$ cat config.mk
export PLATFORM = sky130hd
export DESIGN_NAME = easyaxi_slv_rsp_order
export DESIGN_NICKNAME = d
export VERILOG_FILES = /design/src/rtl/easyaxi_slv_rsp_order.sv
export SDC_FILE = /design/constraint.sdc
export NUM_CORES = 1
export LEC_CHECK = 0
export CELL_PAD_IN_SITES_DETAIL_PLACEMENT = 1
export CELL_PAD_IN_SITES_GLOBAL_PLACEMENT = 1
export CORE_MARGIN = 2
export CORE_UTILIZATION = 40
export DETAILED_ROUTE_END_ITERATION = 10
export HOLD_SLACK_MARGIN = 0.08
export PLACE_DENSITY_LB_ADDON = 0.1
export SLEW_MARGIN = 10
export SYNTH_ARGS = -nofsm -noshare
export SYNTH_HDL_FRONTEND = slang
export SYNTH_SLANG_ARGS = --single-unit
$ cat constraint.sdc
create_clock -name clk -period 7.65 [get_ports clk]
set_input_delay 1.53 -clock clk [delete_from_list [all_inputs] [get_ports clk]]
set_output_delay 1.53 -clock clk [all_outputs]
set_load 0.01 [all_outputs]
$ cat src/rtl/easyaxi_slv_rsp_order.sv
// Slave-side read-response ordering engine: allocates outstanding slots to AR requests and
// issues R bursts so that same-ID responses leave in request order while other IDs may overtake.
module easyaxi_slv_rsp_order #(
    parameter int OST_DEPTH = 4,
    parameter int ID_WIDTH  = 4,
    parameter int LEN_WIDTH = 8,
    localparam int PTR_WIDTH = $clog2(OST_DEPTH)
) (
    input  logic                 clk,
    input  logic                 rst_n,
    input  logic                 req_valid,
    output logic                 req_ready,
    input  logic [ID_WIDTH-1:0]  req_id,
    input  logic [LEN_WIDTH-1:0] req_len,
    output logic [PTR_WIDTH-1:0] req_slot,
    input  logic                 done_valid,
    input  logic [PTR_WIDTH-1:0] done_slot,
    output logic                 rsp_valid,
    input  logic                 rsp_ready,
    output logic [ID_WIDTH-1:0]  rsp_id,
    output logic [PTR_WIDTH-1:0] rsp_slot,
    output logic [LEN_WIDTH-1:0] rsp_beat,
    output logic                 rsp_last,
    output logic [PTR_WIDTH:0]   ost_cnt
);

    typedef enum logic {IDLE, BURST} state_t;

    localparam logic [PTR_WIDTH:0]   CNT_ONE  = 1;
    localparam logic [LEN_WIDTH-1:0] BEAT_ONE = 1;

    state_t state, state_nxt;

    logic [OST_DEPTH-1:0]                valid, done;
    logic [OST_DEPTH-1:0][ID_WIDTH-1:0]  id;
    logic [OST_DEPTH-1:0][LEN_WIDTH-1:0] len;
    logic [OST_DEPTH-1:0][OST_DEPTH-1:0] dep;

    logic [PTR_WIDTH-1:0] cur_slot, cur_nxt, free_idx, elig_idx;
    logic [LEN_WIDTH-1:0] beat, beat_nxt;
    logic [OST_DEPTH-1:0] elig, free_mask, same_id;
    logic                 any_elig, alloc, rsp_hs, burst_end, done_ok;

    // Downward scans so the lowest matching index wins.
    always_comb begin
        free_idx = '0;
        elig_idx = '0;
        for (int i = OST_DEPTH - 1; i >= 0; i--) begin
            if (!valid[i]) free_idx = PTR_WIDTH'(i);
            if (elig[i])   elig_idx = PTR_WIDTH'(i);
        end
    end

    always_comb begin
        elig    = '0;
        same_id = '0;
        for (int i = 0; i < OST_DEPTH; i++) begin
            elig[i]    = valid[i] & done[i] & ~(|dep[i]);
            same_id[i] = valid[i] & (id[i] == req_id);
        end
    end

    assign any_elig  = |elig;
    assign req_ready = ~(&valid);
    assign req_slot  = free_idx;
    assign alloc     = req_valid & req_ready;
    assign done_ok   = done_valid & valid[done_slot] & ~done[done_slot];

    assign rsp_valid = (state == BURST);
    assign rsp_id    = id[cur_slot];
    assign rsp_slot  = cur_slot;
    assign rsp_beat  = beat;
    assign rsp_last  = (state == BURST) && (beat == len[cur_slot]);
    assign rsp_hs    = rsp_valid & rsp_ready;
    assign burst_end = rsp_hs & rsp_last;

    always_comb begin
        free_mask = '0;
        if (burst_end) free_mask[cur_slot] = 1'b1;
    end

    always_comb begin
        state_nxt = state;
        cur_nxt   = cur_slot;
        beat_nxt  = beat;
        case (state)
            IDLE: begin
                if (any_elig) begin
                    state_nxt = BURST;
                    cur_nxt   = elig_idx;
                    beat_nxt  = '0;
                end
            end
            BURST: begin
                if (rsp_hs) begin
                    if (rsp_last) state_nxt = IDLE;
                    else          beat_nxt  = beat + BEAT_ONE;
                end
            end
            default: state_nxt = IDLE;
        endcase
    end

    always_ff @(posedge clk) begin
        if (!rst_n) begin
            state    <= IDLE;
            cur_slot <= '0;
            beat     <= '0;
        end else begin
            state    <= state_nxt;
            cur_slot <= cur_nxt;
            beat     <= beat_nxt;
        end
    end

    // Later assignments override: a new slot's dep replaces the generic bit-clear.
    always_ff @(posedge clk) begin
        if (!rst_n) begin
            valid   <= '0;
            done    <= '0;
            id      <= '0;
            len     <= '0;
            dep     <= '0;
            ost_cnt <= '0;
        end else begin
            for (int i = 0; i < OST_DEPTH; i++) dep[i] <= dep[i] & ~free_mask;
            if (burst_end) begin
                valid[cur_slot] <= 1'b0;
                done[cur_slot]  <= 1'b0;
            end
            if (done_ok) done[done_slot] <= 1'b1;
            if (alloc) begin
                valid[free_idx] <= 1'b1;
                done[free_idx]  <= 1'b0;
                id[free_idx]    <= req_id;
                len[free_idx]   <= req_len;
                dep[free_idx]   <= same_id & ~free_mask;
            end
            case ({alloc, burst_end})
                2'b10:   ost_cnt <= ost_cnt + CNT_ONE;
                2'b01:   ost_cnt <= ost_cnt - CNT_ONE;
                default: ost_cnt <= ost_cnt;
            endcase
        end
    end

endmodule

==> results_dict.tcl <==
set metrics [dict create \
    clkSinkCount 86 \
    clock.fmax_mhz 211.0 \
    grt_setup_unrepaired "no" \
    die_h_um 106.7 \
    setup_slack_ns 2.910 \
    yosysSeqAreaShare 0.4083 \
    place_ws_ns 3.322 \
    io_buffers 40 \
    grt_pass1_vias 3631 \
    initial_utilization 0.4103 \
    clk_path_buf_depth 2 \
    placed_cells 632 \
    final_nets 529 \
    drt_pass1_iterations 4 \
    min_path_type "flip-flop to flip-flop" \
    fill_cells 1248 \
    cp_max_fo 12 \
    drt.antenna.violating_nets 0 \
    worstPathArrival_ns 3.21 \
    dr_wl_met3_um 248 \
    num_antenna_cells 0 \
    multi_input_area_um2 2341 \
    antenna_found_initial 0 \
    cts_setup_buffers 0 \
    synthAdderAreaFrac 0.01068 \
    wl_per_cell_um 18.36 \
    period_share 0.6197 \
    wl_met1_mm 5.970 \
    overflow 0 \
    maxCapViolCount 0 \
    synth_mux_area_frac 0.06914 \
    cp-end-kind "output pin" \
    drc 0 \
    whs_ns 0.4539 \
    cts_resized 0 \
    finalClockSkew_ns 0.008774 \
    leakagePower_uw 0.001625 \
    tightest_slew_ns 1.234 \
    ios 41 \
    power_density_nw_per_um2 176.2 \
    dr.first_iter.drc_count 134 \
    floorplan.rows 37 \
    final_max_slew_viol_count 0 \
    synth_area_um2 4217 \
    grt_util_all_layers 0.2190 \
    ir_drop_v 0.00008232 \
    setup_viol 0 \
    area_growth_syn_to_layout_pct 14.81 \
    synth_cells 488 \
    vias 3558 \
    finalSetupTns_ns 0 \
    insertion_delay_ns 0.36 \
    top_layer "met4" \
    layout-drive-gt1-share 0.08789 \
    syn_nets 510 \
    die_w_um 106.7 \
    grt_pass1_wl_mm 19.33 \
    routed_wl_mm 11.90 \
    synth_edf_count 0 \
    dr_wl_met2_mm 5.584 \
    yosysWarnings 0 \
    synthSimpleGateAreaFrac 0.2460 \
    startpoint_type "flip-flop" \
    syn_area_per_cell_um2 8.640 \
    finalHoldViolCount 0 \
    status "completed" \
    holdBufCountCts 0 \
    async_flop_share 0 \
    dp.final_hpwl_mm 8.041 \
    core_area_um2 10280 \
    numCtsBuffers 9 \
    clk_pin_slew_ns 0.09 \
    viasPerCell 5.491 \
    final-seq-area_um2 1722 \
    htreeDepth 3 \
    ys_types 48 \
    total_power_uw 853.0 \
    yosys.area_share.xor_xnor 0.05371 \
    place_congestion 0.7611 \
    period_needed_ns 4.740 \
    worstPathRequired_ns 6.12 \
    criticalPathCategory "flip-flop to output pin" \
    maxSlewHeadroom 0.1741 \
    ys_ff_latch 86 \
    die-area_um2 11380 \
    synth-compound-area-share 0.1757 \
    grt_max_degree 85 \
    root_buffer "clkbuf_8" \
    synth_ff_type "dfxtp_1" \
    synth_top_family_by_area "simple AND/OR/NAND/NOR gates" \
    cts_tree "yes" \
    final_cells 648 \
]
flip-flops by register name, summed over array words and instances (netlist names):
signal	flops
rsp_valid	1
ost_cnt	3
rsp_slot	2
rsp_beat	8
len	32
dep	16
valid	4
id	16
done	4
cells in the mapped netlist, types with 3 or more instances:
master	number	area (um^2)
nand3_1	16	80.08
nor2b_1	4	25.02
nor3_1	5	25.02
o21ai_0	20	100.1
dfxtp_1	86	1722
xor2_1	12	105.1
mux2i_1	4	40.04
nand2_1	129	484.2
nand2b_1	3	18.77
a21boi_0	51	382.9
nand4_1	4	25.02
a21oi_1	9	45.04
xnor2_1	12	105.1
o21ai_2	4	35.03
and4b_1	3	30.03
a31oi_1	6	37.54
o211ai_1	3	22.52
mux4_2	10	225.2
or2_2	3	18.77
clkbuf_1	30	112.6
or3_1	7	43.79
nor4b_1	4	35.03
nor2_1	21	78.83
a41oi_1	3	26.28
and2_1	6	37.54
nand3b_1	6	45.04
final timing paths:
kind	end	from	slack [ns]	depth (start not counted)
worst max-delay path	rsp_last	rsp_slot[1]$_SDFFE_PN0P_	2.91	6
worst min-delay path	dep[15]$_SDFF_PN0_	dep[15]$_SDFF_PN0_	0.45	2
worst min register to register	dep[15]$_SDFF_PN0_	dep[15]$_SDFF_PN0_	0.45	2
worst max register to register	ost_cnt[2]$_SDFFE_PN0P_	rsp_slot[1]$_SDFFE_PN0P_	4.05	10
power breakdown:
part / internal (uW) / switching, uW / leakage (uW)
sequential: 456 / 9.38 / 0.000696
combinational: 34.9 / 42.8 / 0.000833
clock: 144 / 165 / 0.0000954
total: 635 / 218 / 0.00162
logic make-up after synthesis:
family / Yosys count
AO/OA/AOI/OAI: 103
XOR/XNOR: 25
adder cells (fa/ha/maj): 3
buffers and inverters: 36
flip-flops: 86
multiplexers: 15
AND/OR/NAND/NOR: 220
routing by layer:
layer / global-route usage / vias up
met5: 0 / -
li1: - / 1726
met3: 0.04073 / 7
met2: 0.3594 / 43
met1: 0.2992 / 1782
met4: 0.05288 / 0
worst max-delay path, cell delays in order (launching register included):
cell and delay, ns:
dfxtp_1 0.65, buf_4 0.32, mux4_1 0.61, xnor2_1 0.24
nand4_2 0.19, nor3_1 0.25, clkdlybuf4s50_1 0.58
layout make-up:
cell class / count / share of cell area
Clock buffer: 13 / 0.03489
Sequential cell: 86 / 0.3556
Tap cell: 136 / 0.03515
Multi-Input combinational cell: 366 / 0.4836
Timing Repair Buffer: 43 / 0.08633
Inverter: 1 / 0.0007754
Clock inverter: 3 / 0.003619
per-stage QoR:
| step | area, um^2 | util |
|---|---|---|
| floorplan | 4217 | - |
| global placement | 4654 | 0.4529 |
| detailed placement | 4654 | 0.4529 |
| CTS | 4841 | 0.4710 |
| global route | 4841 | 0.4710 |
| finish | 4841 | 0.4710 |
cell usage in the layout, fill, tap and decap left out, drive strengths merged, types with 2 or more instances in the layout:
master | synthesis | routed
o221a | 2 | 2
dfxtp | 86 | 86
a41oi | 3 | 3
clkbuf | 30 | 13
a21boi | 51 | 51
o211ai | 3 | 3
o21ai | 26 | 26
nand3 | 16 | 16
a31oi | 6 | 6
nand4 | 5 | 5
nand2b | 3 | 3
nor4b | 4 | 4
buf | 5 | 4
nor3 | 5 | 5
nand2 | 129 | 129
or3 | 7 | 7
xor2 | 12 | 12
or2 | 3 | 3
mux4 | 11 | 11
nor2 | 21 | 21
nor4 | 2 | 2
xnor2 | 13 | 13
nor2b | 4 | 4
clkdlybuf4s50 | 0 | 39
nand3b | 6 | 6
clkinv | 0 | 2
and4b | 3 | 3
mux2i | 4 | 4
and2 | 7 | 7
ha | 2 | 2
a21oi | 9 | 9
(Power assumes the default switching activity.)
